**config.mk**
```make
export PLATFORM = sky130hd
export DESIGN_NAME = ipm_mcu_host
export DESIGN_NICKNAME = d
export VERILOG_FILES = /design/src/rtl/ipm_mcu_pkg.sv /design/src/rtl/ipm_sync2.sv /design/src/rtl/ipm_mcu_host.sv
export SDC_FILE = /design/constraint.sdc
export NUM_CORES = 1
export LEC_CHECK = 0
export BUFFER_PORTS_ARGS = -buffer_cell sky130_fd_sc_hd__buf_2
export CAP_MARGIN = 20
export CORE_UTILIZATION = 55
export CTS_CLUSTER_DIAMETER = 100
export DETAILED_ROUTE_END_ITERATION = 8
export PLACE_DENSITY_LB_ADDON = 0.15
export SYNTH_ARGS = -nofsm -noshare
export SYNTH_HDL_FRONTEND = slang
export SYNTH_HIERARCHICAL = 1
export SYNTH_SLANG_ARGS = --single-unit
```
**constraint.sdc**
```tcl
create_clock -name clk -period 5 [get_ports clk]
set_clock_uncertainty 0.15 [all_clocks]
set_input_delay 0.75 -clock clk [delete_from_list [all_inputs] [get_ports clk]]
set_output_delay 0.75 -clock clk [all_outputs]
set_load 0.02 [all_outputs]
```
**src/rtl/ipm_mcu_pkg.sv**
```systemverilog
// Shared definitions for the ipm MCU-bus host: bus widths, default cycle timing,
// FSM encoding, latched command record and the word/byte lane helper.
package ipm_mcu_pkg;

  localparam int MCU_AW = 4;
  localparam int MCU_DW = 8;

  localparam int DEF_SETUP_CYC  = 2;
  localparam int DEF_STROBE_CYC = 4;
  localparam int DEF_HOLD_CYC   = 2;
  localparam int DEF_NBYTES     = 4;

  typedef enum logic [2:0] {
    IDLE,
    SETUP,
    STROBE,
    HOLD,
    DONE
  } mcu_state_e;

  typedef struct packed {
    logic              write;
    logic [MCU_AW-1:0] addr;
    logic [31:0]       wdata;
  } mcu_cmd_t;

  function automatic int max3(input int a, input int b, input int c);
    int m;
    m = (a > b) ? a : b;
    return (m > c) ? m : c;
  endfunction

  // Byte k of an nbytes-wide word, most significant byte first.
  function automatic logic [MCU_DW-1:0] word_byte(input logic [31:0] w, input logic [1:0] k,
                                                  input int nbytes);
    int sh;
    sh = (nbytes - 1 - int'(k)) * MCU_DW;
    return MCU_DW'(w >> sh);
  endfunction

endpackage

```
**src/rtl/ipm_sync2.sv**
```systemverilog
// Two-flop synchroniser for asynchronous level inputs; both stages clear on reset.
module ipm_sync2 #(
  parameter int W = 1
) (
  input  logic         clk,
  input  logic         rst,
  input  logic [W-1:0] d,
  output logic [W-1:0] q
);

  logic [W-1:0] meta_q, sync_q;

  always_ff @(posedge clk or posedge rst) begin
    if (rst) begin
      meta_q <= '0;
      sync_q <= '0;
    end else begin
      meta_q <= d;
      sync_q <= meta_q;
    end
  end

  assign q = sync_q;

endmodule

```
**src/rtl/ipm_mcu_host.sv**
```systemverilog
// Host initiator for the ipm 8-bit MCU bus: one 32-bit word command becomes NBYTES
// setup/strobe/hold byte cycles at a fixed address, MSB first.
module ipm_mcu_host
  import ipm_mcu_pkg::*;
#(
  parameter int SETUP_CYC  = DEF_SETUP_CYC,
  parameter int STROBE_CYC = DEF_STROBE_CYC,
  parameter int HOLD_CYC   = DEF_HOLD_CYC,
  parameter int NBYTES     = DEF_NBYTES
) (
  input  logic              clk,
  input  logic              rst,
  input  logic              cmd_valid,
  output logic              cmd_ready,
  input  logic              cmd_write,
  input  logic [MCU_AW-1:0] cmd_addr,
  input  logic [31:0]       cmd_wdata,
  output logic              rsp_valid,
  output logic [31:0]       rsp_rdata,
  output logic              irq,
  output logic              irq_rise,
  output logic [MCU_AW-1:0] bus_addr,
  output logic              bus_rd,
  output logic              bus_wr,
  output logic [MCU_DW-1:0] bus_data_o,
  output logic              bus_data_oe,
  input  logic [MCU_DW-1:0] bus_data_i,
  input  logic              bus_int_i
);

  localparam int             PW        = $clog2(max3(SETUP_CYC, STROBE_CYC, HOLD_CYC) + 1);
  localparam logic [PW-1:0]  SETUP_LD  = PW'(SETUP_CYC - 1);
  localparam logic [PW-1:0]  STROBE_LD = PW'(STROBE_CYC - 1);
  localparam logic [PW-1:0]  HOLD_LD   = PW'(HOLD_CYC - 1);
  localparam logic [1:0]     LAST_BYTE = 2'(NBYTES - 1);

  mcu_state_e        state_q, state_d;
  logic [PW-1:0]     cnt_q, cnt_d;
  logic [1:0]        byte_q, byte_d;
  mcu_cmd_t          cmd_q, cmd_d;
  logic [31:0]       rsh_q, rsh_d;
  logic [31:0]       rsp_rdata_q, rsp_rdata_d;
  logic              cmd_ready_q, cmd_ready_d;
  logic              rsp_valid_q, rsp_valid_d;
  logic              bus_rd_q, bus_rd_d;
  logic              bus_wr_q, bus_wr_d;
  logic              bus_data_oe_q, bus_data_oe_d;
  logic [MCU_DW-1:0] bus_data_o_q, bus_data_o_d;
  logic              irq_s, irq_q, irq_d;

  always_comb begin
    state_d     = state_q;
    cnt_d       = cnt_q;
    byte_d      = byte_q;
    cmd_d       = cmd_q;
    rsh_d       = rsh_q;
    rsp_rdata_d = rsp_rdata_q;
    case (state_q)
      IDLE: if (cmd_valid && cmd_ready_q) begin
        state_d = SETUP;
        cnt_d   = SETUP_LD;
        byte_d  = '0;
        rsh_d   = '0;
        cmd_d   = '{write: cmd_write, addr: cmd_addr, wdata: cmd_wdata};
      end
      SETUP: if (cnt_q == '0) begin
        state_d = STROBE;
        cnt_d   = STROBE_LD;
      end else cnt_d = cnt_q - 1'b1;
      STROBE: if (cnt_q == '0) begin
        // Read data is captured on the edge that ends the strobe.
        state_d = HOLD;
        cnt_d   = HOLD_LD;
        if (!cmd_q.write) rsh_d = {rsh_q[23:0], bus_data_i};
      end else cnt_d = cnt_q - 1'b1;
      HOLD: if (cnt_q == '0) begin
        if (byte_q == LAST_BYTE) begin
          state_d     = DONE;
          rsp_rdata_d = cmd_q.write ? '0 : rsh_q;
        end else begin
          state_d = SETUP;
          cnt_d   = SETUP_LD;
          byte_d  = byte_q + 1'b1;
        end
      end else cnt_d = cnt_q - 1'b1;
      DONE:    state_d = IDLE;
      default: state_d = IDLE;
    endcase

    // Bus outputs are registered from the next state so strobes never glitch.
    cmd_ready_d   = (state_d == IDLE);
    rsp_valid_d   = (state_d == DONE);
    bus_wr_d      = (state_d == STROBE) && cmd_d.write;
    bus_rd_d      = (state_d == STROBE) && !cmd_d.write;
    bus_data_oe_d = cmd_d.write && (state_d inside {SETUP, STROBE, HOLD});
    bus_data_o_d  = bus_data_oe_d ? word_byte(cmd_d.wdata, byte_d, NBYTES) : '0;
    irq_d         = irq_s;
  end

  always_ff @(posedge clk or posedge rst) begin
    if (rst) begin
      state_q       <= IDLE;
      cnt_q         <= '0;
      byte_q        <= '0;
      cmd_q         <= '0;
      rsh_q         <= '0;
      rsp_rdata_q   <= '0;
      cmd_ready_q   <= 1'b1;
      rsp_valid_q   <= 1'b0;
      bus_rd_q      <= 1'b0;
      bus_wr_q      <= 1'b0;
      bus_data_oe_q <= 1'b0;
      bus_data_o_q  <= '0;
      irq_q         <= 1'b0;
    end else begin
      state_q       <= state_d;
      cnt_q         <= cnt_d;
      byte_q        <= byte_d;
      cmd_q         <= cmd_d;
      rsh_q         <= rsh_d;
      rsp_rdata_q   <= rsp_rdata_d;
      cmd_ready_q   <= cmd_ready_d;
      rsp_valid_q   <= rsp_valid_d;
      bus_rd_q      <= bus_rd_d;
      bus_wr_q      <= bus_wr_d;
      bus_data_oe_q <= bus_data_oe_d;
      bus_data_o_q  <= bus_data_o_d;
      irq_q         <= irq_d;
    end
  end

  ipm_sync2 #(.W(1)) u_int_sync (
    .clk (clk),
    .rst (rst),
    .d   (bus_int_i),
    .q   (irq_s)
  );

  assign cmd_ready   = cmd_ready_q;
  assign rsp_valid   = rsp_valid_q;
  assign rsp_rdata   = rsp_rdata_q;
  assign bus_addr    = cmd_q.addr;
  assign bus_rd      = bus_rd_q;
  assign bus_wr      = bus_wr_q;
  assign bus_data_o  = bus_data_o_q;
  assign bus_data_oe = bus_data_oe_q;
  assign irq         = irq_s;
  assign irq_rise    = irq_s & ~irq_q;

endmodule

```
== Word-level counts from Yosys, hierarchy flattened ==
Cells that the tools add are included.

* Add/sub/neg operators: 3
* Equality and inequality tests: 12
* Shift operators: 1
* Multiplexer cells: 24
* Bitwise logic cells: 2
* Reductions and logical operators: 15

{| class="wikitable"
|+ Operators by type and width
! cell !! count
|-
| 32-bit two-way mux || 4
|-
| 37-bit two-way mux || 2
|-
| 32-bit one-hot mux with 2 select lines || 1
|-
| 32-bit by 32-bit right shift with 8-bit output || 1
|-
| 3-bit two-way mux || 10
|-
| 3-bit one-hot mux with 4 select lines || 2
|-
| 3-bit by 2-bit == test with 1-bit output, second input constant || 4
|-
| 3-bit zero test || 3
|-
| 8-bit two-way mux || 1
|-
| 3-bit by 1-bit == test with 1-bit output, second input constant || 2
|-
| 2-bit two-way mux || 3
|-
| 2-bit != test, second input constant || 3
|-
| 3-bit AND reduction || 2
|-
| 1-bit logical AND || 4
|-
| 2-bit one-hot mux with 2 select lines || 1
|-
| 4-bit AND reduction || 1
|-
| 4-bit nonzero test || 1
|-
| 3-bit == test, second input constant || 1
|-
| 3-bit != test, second input constant || 1
|-
| 3-bit nonzero test || 1
|-
| 2-bit by 2-bit subtractor with 3-bit output, first input constant || 1
|-
| 3-bit by 1-bit subtractor with 3-bit output, second input constant || 1
|-
| 2-bit by 1-bit adder with 2-bit output, second input constant || 1
|-
| 2-bit == test, second input constant || 1
|-
| 5 further kinds || 5
|}

* Register bits: 125
* Bits of input ports: 49
* Output and inout bits: 51
* Logic and storage cells: 74

== Depth between registers and ports, before layout ==
Gate-level depths: netlist (run 1).

* Depth after elaboration: 8
* Depth in mapped cells: 7
* Mapped depth without buffers: 5

== Hierarchy ==
The synthesis (run 1) kept the hierarchy.

{| class="wikitable"
|+ Modules (own cells, without submodules)
! module !! times used !! cells each !! area each (µm²) !! sequential area each (µm²)
|-
| ipm_mcu_host || 1 || 464 || 5143.7 || 3079.2
|-
| ipm_sync2 || 1 || 3 || 53.8 || 50.0
|}

== Worst setup path after synthesis (run 1) ==
Ideal clock, no wire load.

* Path type: input port to flip-flop
* Start point: input port cmd_valid
* End point: register bus_data_o_q[3] (netlist: bus_data_o[3])
* Library setup time: 121 ps
* Arrival: 2282 ps
* Data required time: 4729 ps
* Slack: 2447 ps
* Stages on the path: 7
* Path buffers: 2
* Cell sequence: nand2_1 -> nor4_4 -> buf_6 -> buf_2 -> mux2_2 -> mux2_1 -> a22o_1

{| class="wikitable"
|+ RTL lines
! item !! line !! RTL
|-
| start: declaration || ipm_mcu_host.sv:13 || <nowiki>input logic cmd_valid,</nowiki>
|-
| end signal: assignment || ipm_mcu_host.sv:127 || <nowiki>bus_data_o_q <= bus_data_o_d;</nowiki>
|-
| end: declaration || ipm_mcu_host.sv:48 || <nowiki>logic [MCU_DW-1:0] bus_data_o_q, bus_data_o_d;</nowiki>
|}

== Worst setup path in the final report (run 1) ==
* Start point: register state_q[2]
* End point: register bus_data_o_q[5] (netlist: bus_data_o[5])

* Cells in the longest elaborated chain, start to end: 6
* Elaborated cells between the ends (all ways): 19
* Those cells by class: 1 x add/sub; 6 x eq/ne; 1 x shift; 8 x mux; 3 x reduce/logical

{| class="wikitable"
|+ RTL lines
! item !! line !! RTL
|-
| start: declaration || ipm_mcu_host.sv:37 || <nowiki>mcu_state_e state_q, state_d;</nowiki>
|-
| start signal: assignment || ipm_mcu_host.sv:116 || <nowiki>state_q <= state_d;</nowiki>
|-
| branches (longest 5 deep; another with 2-bit by 2-bit subtractor with 3-bit output) || -- ||
|-
| 8-bit two-way mux * || ipm_mcu_host.sv:96 || <nowiki>bus_data_o_d = bus_data_oe_d ? word_byte(cmd_d.wdata, byte_d, NBYTES) : '0;</nowiki>
|-
| via bus_data_o_d[5] || ipm_mcu_host.sv:48 ||
|}

Mark *: on every way through the listed nets, which the timed path passes.
A chain may end at the register's enable or synchronous reset.

==> flow_summary.json, run 1 <==
{
  "synth_top_area_share_pct": 59.70,
  "core-area_mm2": 0.009196,
  "p_total_w": 0.003969,
  "path_class": "reg -> reg",
  "drt_first_iter_violations": 181,
  "clkPwrFrac_pct": 30.1,
  "rsz0062_at_grt": "no",
  "yosysMostFrequentCell": "dfrtp_1",
  "yosys_warnings": 6,
  "detail-route-antenna-nets": 0,
  "synth-edff-count": 0,
  "yosys-top-cells-count": "dfrtp_1 (124), nand2_1 (111), mux2_2 (39)",
  "min_period_ps": 2750,
  "power_frac_comb_pct": 30.5,
  "die_h_um": 99.21,
  "critPathSlowestCell": "nor3_4",
  "synth_nets": 516,
  "p_leak_nw": 3.203,
  "synth.largest_area_cell": "dfrtp_1",
  "cts.path.max_buffers": 2,
  "powerDensity_mw_per_mm2": 622.2,
  "reg2reg_depth": 5,
  "portBuffers": 99,
  "hold_depth": 1,
  "netlist_instances": 467,
  "grt-ovfl-total": 0,
  "crit_chain": "nor4_4, a21oi_1, nor3_4, mux2_2, a22o_1",
  "cp_max_fo": 17,
  "grt_util_met1_pct": 32.28,
  "drc": 0,
  "drive_gt1_share_pct": 32.98,
  "synth_cell_types": 42,
  "gp_congestion": 0.7882,
  "gr-usage-met3_pct": 5.200,
  "drv_slew": 0,
  "avgRoutedWirePerCell_um": 15.15,
  "critPathBufInv": 0,
  "cp-start-kind": "register",
  "busiest_layer": "met2",
  "yosysSeqAreaShare_pct": 60.21,
  "worst_slew_pin_slew_ps": 1015,
  "hold_viol": 0,
  "p_seq_share_pct": 39.5,
  "clk_pin_slew_ps": 60,
  "postLayoutCoreUtil_pct": 69.37,
  "htreeDepth": 4,
  "finalSetupViolations": 0,
  "cp_top_family": "simple AND/OR/NAND/NOR gates",
  "cts.sinks": 125,
  "power.switching_w": 0.001340,
  "slew_headroom_pct": 32.33,
  "peakVddDrop_mv": 0.3044,
  "dpl.hpwl_um": 6435,
  "grtUsageMet2_pct": 34.94,
  "grt_usage_pct": 23.26,
  "synthArstFlopShare_pct": 100.0,
  "slowest_delay_ps": 710,
  "max_freq_mhz": 363.7,
  "avgSynthCellArea_um2": 11.13,
  "tns_ps": 0,
  "switching_share_pct": 33.75,
  "cts-root-buf": "clkbuf_8",
  "wl_um": 10360,
  "viasPerCell": 5.352,
  "first_pass_iters": 4,
  "cp.arrival_ps": 2980,
  "cts-resized-gates": 0,
  "grt_pass1_vias": 3622,
  "num_rows": 35,
  "cts_tree": "done",
  "vias": 3661,
  "antenna_found_initial": 0,
  "clk_latency_ps": 510,
  "syn_area_mm2": 0.005197,
  "synthFlopType": "dfrtp_1",
  "hp-class": "in -> reg",
  "synthTopCellsByArea": "dfrtp_1 (60%), mux2_2 (8.4%), nand2_1 (8.0%)",
  "syn_to_final_growth_pct": 22.75,
  "cts_made_buffers": 17,
  "io_pins": 100,
  "period_share_pct": 55.00,
  "p_int_w": 0.002630,
  "die_width_um": 99.21,
  "cp_data_required_time_ps": 5240,
  "ys_ff_latch": 125,
  "dieArea_mm2": 0.009843,
  "drv_cap": 0,
  "start_util_pct": 56.52,
  "critical_path_cell_count": 5,
  "cp-end-kind": "register",
  "fin_nets": 609,
  "status": "finished, final reports clean",
  "grt_pass1_wl_um": 17730,
  "diodes": 0,
  "grt_max_degree": 86
}
==> registers in the layout, summed over array words and instances (netlist names), 2 cells and up <==
| register | count |
|---|---|
| rsh_q | 32 |
| cmd_q | 33 |
| byte_q | 2 |
| bus_addr | 4 |
| bus_data_o | 8 |
| cnt_q | 3 |
| rsp_rdata | 32 |
| state_q | 3 |
==> layout by cell type, fill, tap and decap left out, types with 3 or more instances in the layout <==
cell,instances
nand2b_1,33
inv_1,4
buf_4,5
nand2_1,111
nor2_1,6
nor2b_1,3
buf_2,99
clkinvlp_4,3
nand3_1,33
o21ai_0,33
dfrtp_1,124
clkbuf_8,4
clkinv_4,3
mux2_1,8
clkbuf_16,16
a22o_1,8
mux2_2,39
==> cells by family after synthesis <==
logic type	after synthesis	share of synthesized area [%]
AO/OA/AOI/OAI	54	6.572
XOR/XNOR	2	0.3371
buffers and inverters	39	3.804
flip-flops	125	60.21
multiplexers	49	10.66
AND/OR/NAND/NOR	198	18.42
==> through the flow <==
step	hold WS, ps	setup WS, ps	instances	instance area (µm²)
finish	197.8	2250	684	6380
global placement	189.1	2101	648	5703
floorplan	181.2	830.8	467	5197
global route	172.0	2075	684	6380
CTS	178.1	2198	681	6305
detailed placement	190.5	1998	648	5703
==> layout make-up <==
type | instances | area [µm²]
sequential | 125 | 3129
fill | 714 | 2816
multi-input combinational | 303 | 1881
timing repair buffer | 108 | 618.1
clock buffer | 20 | 455.4
tap | 111 | 138.9
clock inverter | 12 | 136.4
inverter | 5 | 21.27
==> timing repair <==
action	CTS	global route
hold buffers	1	0
endpoints found under the hold margin	2	0
setup buffers	0	0
==> power groups by stage <==
stage          registers, W  clock network (W)  logic (W)
4_1_cts             0.00157            0.00121    0.00120
2_1_floorplan       0.00158                  0   0.000881
6_report            0.00157            0.00119    0.00121
3_5_place_dp        0.00158                  0    0.00118
5_1_grt             0.00160            0.00126    0.00133
3_3_place_gp        0.00156                  0    0.00115
==> per-layer routing <==
| layer | vias up | routed length (µm) |
|---|---|---|
| met4 | 0 | 199 |
| met2 | 96 | 4999 |
| met1 | 1791 | 4718 |
| met5 | - | 0 |
| met3 | 16 | 446 |
| li1 | 1758 | - |
==> path summary, 6_finish.rpt <==
kind / endpoint / slack (ps) / startpoint
hold / removal: u_int_sync/meta_q / 200 / bus_int_i
setup / recovery: bus_data_o[5] / 2250 / state_q[2]
min in group asynchronous: u_int_sync/q / 510 / rst
setup reg to reg: bus_data_o[5] / 2250 / state_q[2]
hold reg to reg: u_int_sync/q / 200 / u_int_sync/meta_q
max in group asynchronous: cmd_ready / 3450 / rst
(Power assumes the default switching activity.)
==> run 2: changes to the inputs <==
- ABC_AREA: default -> 1
- clock period: 5 -> 2.7 ns (I/O delays scaled with it)
==> run 2 against run 1 <==
Global-route usage is 2.4 points higher. Setup slack worse by 1900 ps. Die area rose by 4.4%. Critical endpoint is now rsh_q[16]. Synthesized cell count up 33%. Cell count rose by 27%. First-iteration DRC count grew 47%. Critical path depth up 1. Cell area rose by 5.6%. Fmax is 16% higher. Critical path type unchanged. Combinational power increased by 120%. Clock-buffer cell count shrank 1. Area after synthesis is 4.5% higher.
==> flow_summary.json, run 2 <==
{
  "dp.cells": 823,
  "cp_max_fo": 26,
  "cp-start-kind": "register",
  "grt_max_degree": 66,
  "drt_first_iter_violations": 266,
  "yosys_warnings": 6,
  "cts.sinks": 125,
  "cts.path.max_buffers": 2,
  "min_period_ps": 2370,
  "yosysMostFrequentCell": "nand2_1",
  "rsz0062_at_grt": "no",
  "num_rows": 35,
  "cp_data_required_time_ps": 2970,
  "drv_slew": 0,
  "start_util_pct": 57.69,
  "synth_top_area_share_pct": 57.13,
  "synthFlopType": "dfrtp_1",
  "io_pins": 100,
  "vias": 4297,
  "viasPerCell": 4.945,
  "num-fill-cells": 720,
  "holdWs_ps": 51.93,
  "cts_made_buffers": 17,
  "die_h_um": 101.4,
  "status": "finished, final reports clean",
  "syn_to_final_growth_pct": 24.10,
  "netlist_instances": 620,
  "avgSynthCellArea_um2": 8.760,
  "synth-edff-count": 0,
  "first_pass_iters": 4,
  "synthArstFlopShare_pct": 100.0,
  "hp-class": "in -> reg",
  "finalSetupViolations": 0,
  "grt_pass1_vias": 4119,
  "wl_um": 11930,
  "drv_cap": 0,
  "synth_nets": 669,
  "largest_register": "cmd_q",
  "portBuffers": 99,
  "grt_usage_pct": 25.65,
  "p_leak_nw": 3.572,
  "die_width_um": 101.4,
  "clk_latency_ps": 510,
  "max_freq_mhz": 421.9,
  "path_class": "reg -> reg",
  "dpl.hpwl_um": 7791,
  "worst_slew_pin_slew_ps": 895.5,
  "htreeDepth": 4,
  "ys_ff_latch": 125,
  "grt_pass1_wl_um": 20130,
  "hold_viol": 0,
  "grt-ovfl-total": 0,
  "diodes": 0,
  "syn_area_mm2": 0.005431,
  "tns_ps": 0,
  "avgRoutedWirePerCell_um": 13.73,
  "slew_headroom_pct": 40.30,
  "drc": 0,
  "largest_reg_flops": 33,
  "most-common-layout-cells": "nand2_1 (134), inv_1 (129), dfrtp_1 (124), buf_2 (99), nand3_1 (71)",
  "synth_cell_types": 27,
  "drive_gt1_share_pct": 21.08,
  "detail-route-antenna-nets": 0,
  "gp_congestion": 0.8237,
  "instances_no_fill": 869,
  "dieArea_mm2": 0.01028,
  "cp-end-kind": "register",
  "powerDensity_mw_per_mm2": 1161,
  "synthTopCellsByArea": "dfrtp_1 (57%), nand2_1 (9.3%), inv_1 (9.0%)",
  "cp.arrival_ps": 2640,
  "layout_commonest_cell": "nand2_1",
  "p_total_w": 0.007826,
  "cts_tree": "done",
  "fin_nets": 776,
  "peakVddDrop_mv": 0.4920,
  "yosys-top-cells-count": "nand2_1 (135), inv_1 (130), dfrtp_1 (124)",
  "antenna_found_initial": 0,
  "period_share_pct": 87.78,
  "core-area_mm2": 0.009415,
  "yosysSeqAreaShare_pct": 57.61,
  "cts-root-buf": "clkbuf_8",
  "synth.largest_area_cell": "dfrtp_1",
  "clk_pin_slew_ps": 60
}
[run 2: cells by family after synthesis]
logic type	synth area share [%]
flip-flops	57.61
AND/OR/NAND/NOR	18.75
AO/OA/AOI/OAI	10.62
buffers and inverters	13.02
[run 2: per-stage QoR]
stage	util, %	cell area [µm²]	setup slack, ps
CTS	71.59	6740	357.3
detailed placement	63.50	5978	415.8
floorplan	-	5435	634.5
global route	71.59	6740	131.8
finish	71.59	6740	329.9
global placement	63.50	5978	463.5
[run 2: layer usage]
metal	global-route usage (%)	wire length [µm]
met5	0	0
met4	7.023	119
met3	6.349	557
met2	36.21	5148
met1	39.44	6109
[run 2: worst paths after layout]
check | depth (start not counted) | slack, ps | startpoint | endpoint
worst max-delay path | 6 | 330 | state_q[0] | rsh_q[16]
worst min-delay path | 5 | 50 | cmd_wdata[11] | cmd_q[11]
worst max register to register | 6 | 330 | state_q[0] | rsh_q[16]
worst min register to register | 0 | 230 | u_int_sync/meta_q | u_int_sync/q
max in group asynchronous | 4 | 1290 | rst | rsp_rdata[23]
min in group asynchronous | 3 | 170 | rst | u_int_sync/q
[run 2: power breakdown]
group | internal (W) | switching (W) | total [W]
combinational | 0.000793 | 0.00183 | 0.00262
clock | 0.00153 | 0.000833 | 0.00236
sequential | 0.00255 | 0.000294 | 0.00284
total | 0.00487 | 0.00296 | 0.00783
[run 2: critical path, cell delays in order (launching register included)]
cell	delay, ps
dfrtp_1	430
nor2_4	270
nand2_2	140
o31ai_4	740
buf_4	350
nand3_1	100
o21ai_0	90
[run 2: cell type report]
class	instances	area (µm²)	area share, %
timing repair buffer	124	730.7	10.84
multi-input combinational	327	1598	23.71
inverter	132	499.2	7.407
tap	129	161.4	2.395
clock buffer	19	431.7	6.404
sequential	125	3129	46.43
clock inverter	13	190.2	2.822
[run 2: what timing repair did]
item,in CTS,in global routing
setup buffers,0,0
hold buffers,14,0
hold endpoints to repair,15,0
resized for setup,0,0
==> run 3: changes to the inputs <==
--- a/config.mk
+++ b/config.mk
@@ -7,9 +7,9 @@
 export LEC_CHECK = 0
 export ABC_AREA = 1
-export BUFFER_PORTS_ARGS = -buffer_cell sky130_fd_sc_hd__buf_2
 export CAP_MARGIN = 20
 export CORE_UTILIZATION = 55
 export CTS_CLUSTER_DIAMETER = 100
 export DETAILED_ROUTE_END_ITERATION = 8
+export DONT_BUFFER_PORTS = 1
 export PLACE_DENSITY_LB_ADDON = 0.15
 export SYNTH_ARGS = -nofsm -noshare
==> constraint.sdc (replaced) <==
create_clock -name clk -period 2.7 [get_ports clk]
set_clock_uncertainty 0.15 [all_clocks]
set_input_delay 0.135 -clock clk [delete_from_list [all_inputs] [get_ports clk]]
set_output_delay 0.135 -clock clk [all_outputs]
set_load 0.02 [all_outputs]
==> run 3 against run 2 <==
Clock-buffer cell count is the same. Clock power shrank 6%. Global-route usage grew 0.52 points. Via count shrank 0.79%. Cell area shrank 0.63%. Hold slack lost 20 ps. Sequential share of layout area grew 0.29 points. Setup slack lost 260 ps. Sequential power grew 11%. Cell count shrank 5.9%.
==> flow_summary.json, run 3 (synthesized netlist as in run 2, its figures left out) <==
{
  "status": "finished, final reports clean",
  "worst_slew_pin_slew_ps": 664.0,
  "vias": 4263,
  "p_leak_nw": 3.315,
  "cp.arrival_ps": 2880,
  "syn_to_final_growth_pct": 23.31,
  "layout_commonest_cell": "nand2_1",
  "slew_headroom_pct": 55.73,
  "cp-end-kind": "register",
  "num-fill-cells": 689,
  "hp-class": "in -> reg",
  "place_ws_ps": 315.0,
  "regArea_mm2": 0.003129,
  "cts.sinks": 125,
  "min_period_ps": 2633,
  "cp_data_required_time_ps": 2940,
  "fin_nets": 726,
  "powerDensity_mw_per_mm2": 1141,
  "cts_tree": "done",
  "hold_viol": 0,
  "die_width_um": 101.4,
  "multi_input_area_mm2": 0.001603,
  "worst_slack_ps": 66.98,
  "instances_no_fill": 818,
  "diodes": 0,
  "holdWs_ps": 32.18,
  "path_class": "reg -> reg",
  "drive_gt1_share_pct": 8.999,
  "dp.cells": 725,
  "cp-start-kind": "register",
  "die_h_um": 101.4,
  "wl_um": 12340,
  "detail-route-antenna-nets": 0,
  "grt_max_degree": 124,
  "drv_cap": 0,
  "htreeDepth": 4,
  "drc": 0,
  "start_util_pct": 57.69,
  "rrSetupSlack_ps": 70,
  "dieArea_mm2": 0.01028,
  "clk_pin_slew_ps": 60,
  "peakVddDrop_mv": 0.5697,
  "first_pass_iters": 5,
  "grt_usage_pct": 26.17,
  "finalSetupViolations": 0,
  "largest_reg_flops": 33,
  "clk_latency_ps": 520,
  "portBuffers": 0,
  "max_freq_mhz": 379.8,
  "cts_made_buffers": 17,
  "cp_max_fo": 11,
  "core-area_mm2": 0.009415,
  "reg2reg_depth": 8,
  "dpl.hpwl_um": 7373,
  "cts-root-buf": "clkbuf_8",
  "drt_first_iter_violations": 227,
  "largest_register": "cmd_q",
  "num_rows": 35,
  "grt_pass1_wl_um": 20330,
  "io_pins": 100,
  "grt_pass1_vias": 4173,
  "antenna_found_initial": 0,
  "most-common-layout-cells": "nand2_1 (134), inv_1 (128), dfrtp_1 (124), nand3_1 (71), dlygate4sd3_1 (59)",
  "period_share_pct": 97.52,
  "cts.path.max_buffers": 2,
  "grt-ovfl-total": 0,
  "drv_slew": 0,
  "viasPerCell": 5.211,
  "avgRoutedWirePerCell_um": 15.08,
  "gp_congestion": 0.8259,
  "hold_depth": 1
}
-- run 3: changes by cell type in the layout (fill, tap and decap cells not counted), sizes merged --
cell and delta:
inv +1, dlygate4sd3 +45, buf -95, bufinv -2
-- run 3: path summary, 6_finish.rpt --
kind,start,endpoint
setup / recovery,state_q[0],cmd_q[36]
hold / removal,bus_int_i,u_int_sync/meta_q
setup reg to reg,state_q[0],cmd_q[36]
hold reg to reg,u_int_sync/meta_q,u_int_sync/q
max in group asynchronous,rst,cmd_q[29]
min in group asynchronous,rst,irq_q
-- run 3: where the power goes --
group	internal [W]	total, W	switching (W)
clock network	0.00137	0.00221	0.000846
registers	0.00255	0.00315	0.000598
logic	0.000744	0.00228	0.00154
total	0.00466	0.00764	0.00298
-- run 3: per-stage QoR --
stage	power, W	instance area (µm²)	TNS [ps]	utilization (%)
after floorplan	0.004778	5435	0	-
after global placement	0.005189	5490	0	58.31
after detailed placement	0.005250	5490	0	58.31
after CTS	0.007569	6659	0	70.72
after global routing	0.008141	6698	-1.614	71.14
final	0.007640	6698	0	71.14
-- run 3: final cells by class --
type / count / share of cell area, %
clock inverters: 12 / 2.036
well taps: 129 / 2.410
flip-flops and latches: 125 / 46.72
clock buffers: 19 / 6.594
multi-input cells: 327 / 23.93
repair buffers: 74 / 10.80
inverters: 132 / 7.510
-- run 3: timing repair --
| action | 4_1_cts | 5_1_grt |
|---|---|---|
| setup endpoints to repair | 0 | 9 |
| hold buffers | 59 | 0 |
| setup buffers | 0 | 2 |
| endpoints found under the hold margin | 184 | 0 |
| gates resized for setup | 0 | 2 |
-- run 3: metal layers --
layer  wire length [µm]  global-route usage (%)  up-vias
met2               5573                   38.62      145
li1                   -                       -     2053
met4                138                   9.476        0
met1               5869                   37.33     2053
met5                  0                       0        -
met3                755                   7.177       12
-- run 3: critical path, cell delays in order, from the launching register on --
cell	delay, ps
dfrtp_1	420
nor2_4	130
buf_4	190
nand2_1	100
nor2_4	180
nand2_1	80
dlygate4sd3_1	560
o21a_2	140
dlygate4sd3_1	560
